[config.mk]
export PLATFORM = sky130hd
export DESIGN_NAME = seq_pattern_tx
export DESIGN_NICKNAME = d
export VERILOG_FILES = /design/src/rtl/seq_tx_pkg.sv /design/src/rtl/seq_tx_shreg.sv /design/src/rtl/seq_pattern_tx.sv
export SDC_FILE = /design/constraint.sdc
export NUM_CORES = 1
export LEC_CHECK = 0
export BUFFER_PORTS_ARGS = -buffer_cell sky130_fd_sc_hd__buf_2
export CAP_MARGIN = 20
export CORE_MARGIN = 2
export CORE_UTILIZATION = 57
export CTS_BUF_LIST = sky130_fd_sc_hd__clkbuf_4
export DETAILED_ROUTE_END_ITERATION = 6
export HOLD_SLACK_MARGIN = 0.1
export PLACE_DENSITY = 0.75
export SYNTH_ARGS = -nofsm -noshare
export SYNTH_HDL_FRONTEND = slang
export SYNTH_SLANG_ARGS = --single-unit
[constraint.sdc]
create_clock -name Clock -period 4.3 [get_ports Clock]
set_input_delay 0.215 -clock Clock [delete_from_list [all_inputs] [get_ports Clock]]
set_output_delay 0.215 -clock Clock [all_outputs]
set_load 0.005 [all_outputs]
[src/rtl/seq_tx_pkg.sv]
// Shared definitions for the seq_pattern_tx serial bit-pattern transmitter:
// state encoding, default sizing constants and the preamble word.
package seq_tx_pkg;

   localparam int STATE_W     = 3;
   localparam int PAT_W_DEF   = 8;
   localparam int GAP_CYC_DEF = 2;
   localparam int REP_W_DEF   = 4;

   // Sent MSB first ahead of every frame when the preamble build is enabled
   localparam logic [1:0] PREAMBLE = 2'b10;

   typedef enum logic [STATE_W-1:0] {
      ST_IDLE = 3'd0,
      ST_SEND = 3'd1,
      ST_GAP  = 3'd2,
      ST_DONE = 3'd3,
      ST_PRE  = 3'd4
   } state_e;

endpackage

[src/rtl/seq_tx_shreg.sv]
// Left-shift register with parallel load; the MSB is the serial output.
// A load wins over a shift in the same cycle, and zeros enter at the LSB.
module seq_tx_shreg #(
   parameter int PAT_W = 8
) (
   input  logic             clk_i,
   input  logic             rst_ni,
   input  logic             load_i,
   input  logic             shift_i,
   input  logic [PAT_W-1:0] load_val_i,
   output logic             msb_o
);

   logic [PAT_W-1:0] sh_q;
   logic [PAT_W-1:0] sh_d;

   // next contents: load, shift or hold
   always_comb begin
      sh_d = sh_q;
      if (load_i) begin
         sh_d = load_val_i;
      end else if (shift_i) begin
         sh_d = {sh_q[PAT_W-2:0], 1'b0};
      end else begin
         sh_d = sh_q;
      end
   end

   // shift register storage
   always_ff @(posedge clk_i or negedge rst_ni) begin
      if (!rst_ni) begin
         sh_q <= '0;
      end else begin
         sh_q <= sh_d;
      end
   end

   assign msb_o = sh_q[PAT_W-1];

endmodule

[src/rtl/seq_pattern_tx.sv]
// Serial bit-pattern transmitter: sends a captured pattern MSB-first on w,
// optionally repeated with idle gaps. Define SEQ_TX_PREAMBLE_EN to prefix
// every frame (including each repetition) with a two-bit preamble.
module seq_pattern_tx
   import seq_tx_pkg::*;
#(
   parameter int PAT_W   = PAT_W_DEF,
   parameter int GAP_CYC = GAP_CYC_DEF,
   parameter int REP_W   = REP_W_DEF
) (
   input  logic                         Clock,
   input  logic                         R,
   input  logic                         Start,
   input  logic                         Abort,
   input  logic [PAT_W-1:0]             Pattern,
   input  logic [$clog2(PAT_W+1)-1:0]   Len,
   input  logic [REP_W-1:0]             Reps,
   output logic                         w,
   output logic                         Valid,
   output logic                         Busy,
   output logic                         Done
);

   localparam int LEN_W  = $clog2(PAT_W + 1);
   localparam int GAP_CW = (GAP_CYC > 1) ? $clog2(GAP_CYC) : 1;

`ifdef SEQ_TX_PREAMBLE_EN
   localparam state_e ST_FRAME = ST_PRE;
`else
   localparam state_e ST_FRAME = ST_SEND;
`endif

   state_e              state_q, state_d;
   logic [PAT_W-1:0]    pat_q, pat_d;
   logic [LEN_W-1:0]    len_q, len_d;
   logic [REP_W-1:0]    reps_q, reps_d;
   logic [REP_W-1:0]    rep_cnt_q, rep_cnt_d;
   logic [LEN_W-1:0]    bit_cnt_q, bit_cnt_d;
   logic [GAP_CW-1:0]   gap_cnt_q, gap_cnt_d;
`ifdef SEQ_TX_PREAMBLE_EN
   logic                pre_cnt_q, pre_cnt_d;
`endif

   logic [LEN_W-1:0]    eff_len_s;
   logic [PAT_W-1:0]    aligned_s;
   logic                sh_load_s;
   logic                sh_shift_s;
   logic [PAT_W-1:0]    sh_load_val_s;
   logic                sh_msb_s;

   assign eff_len_s = ((Len == '0) || (Len > LEN_W'(PAT_W))) ? LEN_W'(PAT_W) : Len;
   assign aligned_s = Pattern << (LEN_W'(PAT_W) - eff_len_s);

   seq_tx_shreg #(
      .PAT_W (PAT_W)
   ) u_shreg (
      .clk_i      (Clock),
      .rst_ni     (R),
      .load_i     (sh_load_s),
      .shift_i    (sh_shift_s),
      .load_val_i (sh_load_val_s),
      .msb_o      (sh_msb_s)
   );

   // next-state, counter and shift-control logic
   always_comb begin
      state_d       = state_q;
      pat_d         = pat_q;
      len_d         = len_q;
      reps_d        = reps_q;
      rep_cnt_d     = rep_cnt_q;
      bit_cnt_d     = bit_cnt_q;
      gap_cnt_d     = gap_cnt_q;
`ifdef SEQ_TX_PREAMBLE_EN
      pre_cnt_d     = pre_cnt_q;
`endif
      sh_load_s     = 1'b0;
      sh_shift_s    = 1'b0;
      sh_load_val_s = pat_q;

      if (Abort && (state_q != ST_IDLE)) begin
         state_d   = ST_IDLE;
         rep_cnt_d = '0;
         bit_cnt_d = '0;
         gap_cnt_d = '0;
`ifdef SEQ_TX_PREAMBLE_EN
         pre_cnt_d = 1'b0;
`endif
      end else begin
         case (state_q)
            ST_IDLE: begin
               // Abort in IDLE suppresses a capture
               if (Start && !Abort) begin
                  pat_d         = aligned_s;
                  len_d         = eff_len_s;
                  reps_d        = Reps;
                  rep_cnt_d     = '0;
                  bit_cnt_d     = '0;
                  sh_load_s     = 1'b1;
                  sh_load_val_s = aligned_s;
                  state_d       = ST_FRAME;
               end else begin
                  state_d = ST_IDLE;
               end
            end
            ST_SEND: begin
               sh_shift_s = 1'b1;
               if (bit_cnt_q == (len_q - LEN_W'(1))) begin
                  bit_cnt_d = '0;
                  if (rep_cnt_q < reps_q) begin
                     rep_cnt_d = rep_cnt_q + REP_W'(1);
                     if (GAP_CYC > 0) begin
                        gap_cnt_d = '0;
                        state_d   = ST_GAP;
                     end else begin
                        sh_load_s = 1'b1;
                        state_d   = ST_FRAME;
                     end
                  end else begin
                     state_d = ST_DONE;
                  end
               end else begin
                  bit_cnt_d = bit_cnt_q + LEN_W'(1);
               end
            end
            ST_GAP: begin
               if (gap_cnt_q == GAP_CW'(GAP_CYC - 1)) begin
                  gap_cnt_d = '0;
                  sh_load_s = 1'b1;
                  state_d   = ST_FRAME;
               end else begin
                  gap_cnt_d = gap_cnt_q + GAP_CW'(1);
               end
            end
`ifdef SEQ_TX_PREAMBLE_EN
            ST_PRE: begin
               if (pre_cnt_q) begin
                  pre_cnt_d = 1'b0;
                  state_d   = ST_SEND;
               end else begin
                  pre_cnt_d = 1'b1;
               end
            end
`endif
            ST_DONE: begin
               state_d = ST_IDLE;
            end
            default: begin
               state_d = ST_IDLE;
            end
         endcase
      end
   end

   // state, holding registers and counters
   always_ff @(posedge Clock or negedge R) begin
      if (!R) begin
         state_q   <= ST_IDLE;
         pat_q     <= '0;
         len_q     <= '0;
         reps_q    <= '0;
         rep_cnt_q <= '0;
         bit_cnt_q <= '0;
         gap_cnt_q <= '0;
`ifdef SEQ_TX_PREAMBLE_EN
         pre_cnt_q <= 1'b0;
`endif
      end else begin
         state_q   <= state_d;
         pat_q     <= pat_d;
         len_q     <= len_d;
         reps_q    <= reps_d;
         rep_cnt_q <= rep_cnt_d;
         bit_cnt_q <= bit_cnt_d;
         gap_cnt_q <= gap_cnt_d;
`ifdef SEQ_TX_PREAMBLE_EN
         pre_cnt_q <= pre_cnt_d;
`endif
      end
   end

   // Moore outputs decoded from registered state only
   always_comb begin
      w     = 1'b0;
      Valid = 1'b0;
      Busy  = (state_q != ST_IDLE);
      Done  = (state_q == ST_DONE);
      case (state_q)
         ST_SEND: begin
            w     = sh_msb_s;
            Valid = 1'b1;
         end
`ifdef SEQ_TX_PREAMBLE_EN
         ST_PRE: begin
            w     = pre_cnt_q ? PREAMBLE[0] : PREAMBLE[1];
            Valid = 1'b1;
         end
`endif
         default: begin
            w     = 1'b0;
            Valid = 1'b0;
         end
      endcase
   end

endmodule

### Yosys cells after proc, flatten, opt, wreduce, memory -nomap -nowiden

Cells that the tools add are included.

| storage, ports and cells | value |
|---|---|
| flip-flop bits (word level) | 36 |
| bits in latches | 0 |
| bits in writable memories | 0 |
| memory bits (read-only) | 0 |
| input port bits | 20 |
| output and inout bits | 4 |
| word-level logic and storage cells | 72 |
| memories | 0 |

| operators by class | value |
|---|---|
| add/subtract/negate cells | 5 |
| multipliers | 0 |
| div/mod/pow operators | 0 |
| $lt $le $gt $ge | 2 |
| equality and inequality tests | 8 |
| shifts and indexed selects | 1 |
| multiplexer cells | 32 |
| bitwise gates (word level) | 1 |
| reduce and logical (&&, ||, !) cells | 15 |

Operators with widths:

| cell | number |
|---|---|
| 8-bit 2-to-1 mux | 5 |
| 4-bit 2-to-1 mux | 7 |
| 4-bit case mux with 2 select lines | 2 |
| 1-bit 2-to-1 mux | 12 |
| 3-bit inequality test (second input constant) | 4 |
| 3-bit 2-to-1 mux | 3 |
| 3-bit case mux with 3 select lines | 1 |
| 3-bit nonzero test | 3 |
| 4-bit by 1-bit adder with 4-bit output (second input constant) | 2 |
| 8-bit by 4-bit << shifter with 8-bit output | 1 |
| 3-bit by 2-bit == test with 1-bit output (second input constant) | 2 |
| 3-bit AND reduction | 2 |
| 4-bit == test | 1 |
| 4-bit greater-than comparator (second input constant) | 1 |
| 4-bit zero test | 1 |
| 4-bit less-than comparator | 1 |
| 1-bit case mux with 2 select lines | 2 |
| 2-bit AND reduction | 2 |
| 4-bit AND reduction | 1 |
| 4-bit by 1-bit subtractor with 4-bit output (second input constant) | 1 |
| 4-bit subtractor (first input constant) | 1 |
| 3-bit by 1-bit == test with 1-bit output (second input constant) | 1 |
| 3-bit zero test | 1 |
| 1-bit logical AND | 2 |
| other kinds (5) | 5 |

### Logic depth before layout (Yosys ltp)

| logic depth | value |
|---|---|
| word-level depth | 9 |
| mapped depth | 9 |
| depth with buffers taken out | 7 |

### By module

Synthesis repeated with hierarchy kept, for this count alone.

| second synthesis, totals | value |
|---|---|
| cells, all modules | 199 |
| area, all modules | 2005.7 µm² |

Modules (own cells, without submodules):

| module | instances | cells each | area an instance (µm²) |
|---|---|---|---|
| seq_pattern_tx | 1 | 165 | 1636.6 |
| seq_tx_shreg | 1 | 34 | 369.1 |

### Worst setup path before layout

OpenSTA, ideal clock, no wires.

| path | value |
|---|---|
| path kind | input to register |
| from | in Len[3] |
| to | reg u_shreg.sh_q[6] |
| library setup time | 144 ps |
| arrival time | 1981 ps |
| required time | 4156 ps |
| slack | 2175 ps |
| cell stages on the path | 8 |
| buffers on the path | 2 |
| cells stage by stage | nand2b_2 -> buf_8 -> ha_1 -> clkbuf_1 -> mux4_2 -> and2_1 -> a211oi_1 -> a211oi_1 |

| on the way | value |
|---|---|
| longest elaborated chain between the ends | 9 |

RTL lines:

| item | RTL line | source |
|---|---|---|
| from (decl) | seq_pattern_tx.sv:16 | `input logic [$clog2(PAT_W+1)-1:0] Len,` |
| 4-bit greater-than comparator or 4-bit zero test (tied branches) | seq_pattern_tx.sv:51 | `assign eff_len_s = ((Len == '0) \|\| (Len > LEN_W'(PAT_W))) ? LEN_W'(PAT_W) : Len;` |
| 1-bit logical OR | seq_pattern_tx.sv:51 |  |
| 4-bit 2-to-1 mux * | seq_pattern_tx.sv:51 |  |
| 4-bit subtractor * | seq_pattern_tx.sv:52 | `assign aligned_s = Pattern << (LEN_W'(PAT_W) - eff_len_s);` |
| 8-bit by 4-bit << shifter with 8-bit output * | seq_pattern_tx.sv:52 |  |
| 8-bit 2-to-1 mux * | -- |  |
| 8-bit 2-to-1 mux * | seq_pattern_tx.sv:90 | `case (state_q)` |
| 8-bit 2-to-1 mux * | seq_pattern_tx.sv:81 | `if (Abort && (state_q != ST_IDLE)) begin` |
| 8-bit 2-to-1 mux * | seq_tx_shreg.sv:20 | `if (load_i) begin` |
| to (signal assigned) | seq_tx_shreg.sv:32 | `sh_q <= '0;` |
| to (signal assigned) | seq_tx_shreg.sv:34 | `sh_q <= sh_d;` |
| to (decl) | seq_tx_shreg.sv:14 | `logic [PAT_W-1:0] sh_q;` |

Mark *: on every way between the ends. The rest lies on a longest branch, timed or not.
A chain may end at the register's enable or synchronous reset.

### Worst setup path in the final report

| path | value |
|---|---|
| from | reg state_q[1] |
| to | reg bit_cnt_q[2] |

| on the way | value |
|---|---|
| longest elaborated chain between the ends | 4 |

RTL lines:

| item | RTL line | source |
|---|---|---|
| from (decl) | seq_pattern_tx.sv:33 | `state_e state_q, state_d;` |
| from (signal assigned) | seq_pattern_tx.sv:169 | `state_q <= state_d;` |
| 3-bit nonzero test | seq_pattern_tx.sv:81 |  |
| 1-bit logical AND | seq_pattern_tx.sv:81 |  |
| 3-bit inequality test (no source line) or 3-bit nonzero test (tied branches) | -- |  |
| 2-bit AND reduction (no source line) | -- |  |
| to (signal assigned) | seq_pattern_tx.sv:174 | `bit_cnt_q <= bit_cnt_d;` |
| to (decl) | seq_pattern_tx.sv:38 | `logic [LEN_W-1:0] bit_cnt_q, bit_cnt_d;` |

Parallel ways exist; a longest one is shown, timed or not.

==> metrics.yaml <==
cp.required_ns: 4.58
vias: 1623
grt_overflow: 0
areaGrowthSynthToFinish_pct: 10.1
dr_wl_met3_um: 132
placed_cell_area_um2: 2210
seqCellArea_um2: 876
slew_violations: 0
cts_buffers: 5
synthAdderAreaFrac: 0.0418
startpoint: "state_q[1]"
cts_tree: "built"
antenna_cells: 0
fin_tns_setup_ns: 0
reg2reg_from: "state_q[1]"
clkLatencyLatePin_ns: 0.33
ys_dominant_reg_cell: "dfrtp_1"
ir_drop_mv: 0.263
async_flop_share: 1.00
cts_sinks: 35
gr-usage-all-layers: 0.219
r2r_cells: 5
crit_fanout: 11
timing.fmax_mhz: 439
seq_area_frac_synth: 0.418
r2r_end: "bit_cnt_q[2]"
fin_nets: 268
synth_cells: 217
rsz0062_at_grt: "no"
avgSynthCellArea_um2: 9.66
wl_per_cell_um: 13.7
final_antenna_net_count: 0
drt-vias-per-instance: 5.60
ys_warn_count: 0
synth_compound_area_frac: 0.178
yosys_register_bits: 35
critical_path_class: "reg -> reg"
drive_above_1_share: 0.157
grt_max_degree: 36
leakagePower_nw: 1.13
endpoint: "bit_cnt_q[2]"
drv_cap: 0
grt_pass1_wl_um: 6960
clock_path_buffers: 2
synth-simple-area-share: 0.193
skew_ns: 0.00717
finalNonFillerCells: 290
final_area_um2: 2310
core.rowCount: 22
cts_root_buf: "clkbuf_4"
tightestPinTransition_ns: 0.765
start_kind: "flip-flop"
htree_levels: 2
end_kind: "flip-flop"
dr.pass1.iters: 4
pin_count: 24
finalWirelength_um: 3970
min_period_ns: 2.28
final_util: 0.641
crit_arrival_ns: 2.55
hold_path_class: "in -> reg"
fin_crit_sh: 0.529
place_inst: 277
clkTransAtPathRegs_ns: 0.10
fp.coreArea_um2: 3610
syn-cell-area_um2: 2100
chipHeight_um: 64.7
synth_top_family_by_area: "simple AND/OR/NAND/NOR gates"
n_fill_cell: 303
synth_edf_count: 0
drtIter0Drc: 148
synth_cell_types: 54
multiInputGateArea_um2: 1120
grt_pass1_vias: 1549
wl_met2_um: 1860
dpl.hpwl_um: 2840
hold_viol_final: 0
die_w_um: 64.7
drt_drc_violations_left: 0
status: "finished clean"
power_w: 0.00110
rrSetupSlack_ns: 2.02
synth-xor-area-share: 0.0436
finalSetupViolCount: 0
antenna_found_initial: 0
gp_congestion: 0.786
top_layer: "met4"
muxShareOfSynthArea: 0.0764
dieArea_um2: 4180
initial_core_util: 0.582
p_per_area_nw_per_um2: 476
slew_headroom: 0.490
io_buffers: 23
met1_length_um: 1930
syn_nets: 244
cts_setup_buffers: 0
==> synth_stat cells (2+ instances only) <==
cell | n | area share
o311ai_1 | 2 | 0.0084
a21oi_1 | 5 | 0.012
ha_1 | 7 | 0.042
dfrtp_1 | 35 | 0.42
a211o_1 | 2 | 0.0084
nand2b_1 | 5 | 0.015
inv_1 | 8 | 0.014
o21a_1 | 2 | 0.0072
a21o_1 | 4 | 0.014
and2_1 | 4 | 0.012
o21ai_1 | 5 | 0.012
o311a_1 | 2 | 0.0095
xnor2_1 | 4 | 0.017
nor3_1 | 5 | 0.012
nand2_1 | 36 | 0.064
clkbuf_1 | 5 | 0.0090
a211oi_1 | 3 | 0.011
buf_2 | 4 | 0.0095
a22o_1 | 3 | 0.013
nand3_1 | 7 | 0.017
mux4_2 | 2 | 0.021
or3_1 | 4 | 0.012
nor2_1 | 12 | 0.021
nor2b_1 | 4 | 0.012
xor2_1 | 2 | 0.0084
mux2i_1 | 9 | 0.043
o21ai_0 | 9 | 0.021
==> how the worst min path moves through the flow <==
stage                   endpoint  cells past startpoint  startpoint  slack (ns)
global route          state_q[1]                      2       Abort        0.17
detailed placement  bit_cnt_q[0]                      1           R        0.34
finish                state_q[1]                      2       Abort        0.16
global placement    bit_cnt_q[0]                      1           R        0.33
CTS                   state_q[1]                      2       Abort        0.14
floorplan           bit_cnt_q[0]                      0           R       -0.08
==> cell usage in the layout (no fill, tap or decap), drive strengths merged, types with 6 or more instances in the layout <==
master	netlist	final
clkbuf	5	6
o21ai	14	14
buf	7	24
nand2b	6	6
nor2	12	12
dfrtp	35	35
inv	8	8
ha	7	7
nor3	6	6
mux2i	10	10
nand2	36	36
nand3	7	7
==> through the flow <==
| stage | hold slack [ns] | setup WS [ns] |
|---|---|---|
| after floorplan | -0.0806 | 2.17 |
| after global placement | 0.328 | 2.05 |
| after detailed placement | 0.338 | 2.01 |
| after CTS | 0.145 | 2.05 |
| after global routing | 0.169 | 1.79 |
| final | 0.163 | 2.02 |
==> final cells by class <==
cell class | instances | share of cell area
Multi-Input combinational cell | 162 | 0.484
Sequential cell | 35 | 0.379
Timing Repair Buffer | 29 | 0.0748
Tap cell | 48 | 0.0260
Clock buffer | 6 | 0.0195
Inverter | 8 | 0.0130
Clock inverter | 2 | 0.00325
==> metal layers <==
layer,up-vias,GRT usage
met2,33,0.339
met5,-,0
met4,0,0.109
met3,6,0.0417
met1,760,0.295
li1,824,-
==> timing repair <==
item                      in CTS  in global routing
hold endpoints to repair      39                  0
hold buffers                   5                  0
resized for setup              0                  0
==> cells by family after synthesis <==
kind of cell | count (synthesis)
flops | 35
mux | 13
xor+xnor | 8
buf+inv | 20
compound gates | 50
fa+ha+maj | 7
simple gates | 84
==> worst max-delay path, cell delays in order (launching register included) <==
cell     delay (ns)
dfrtp_1        0.47
and2b_1        0.29
nor2b_1        0.60
o21ai_0        0.41
nor4b_1        0.34
a21o_1         0.12
==> registers in the layout, summed over array words and instances, names as in the netlist <==
name / count
reps_q: 4
bit_cnt_q: 4
rep_cnt_q: 4
len_q: 4
pat_q: 8
u_shreg.sh_q: 8
state_q: 2
gap_cnt_q: 1
==> where the power goes <==
group	leakage [nW]	switching (W)	internal, W	total (W)
Combinational	0.650	0.000219	0.000197	0.000415
Sequential	0.449	0.0000743	0.000440	0.000515
Clock	0.0307	0.000102	0.0000669	0.000169
Total	1.13	0.000395	0.000704	0.00110
(Power assumes the default switching activity.)
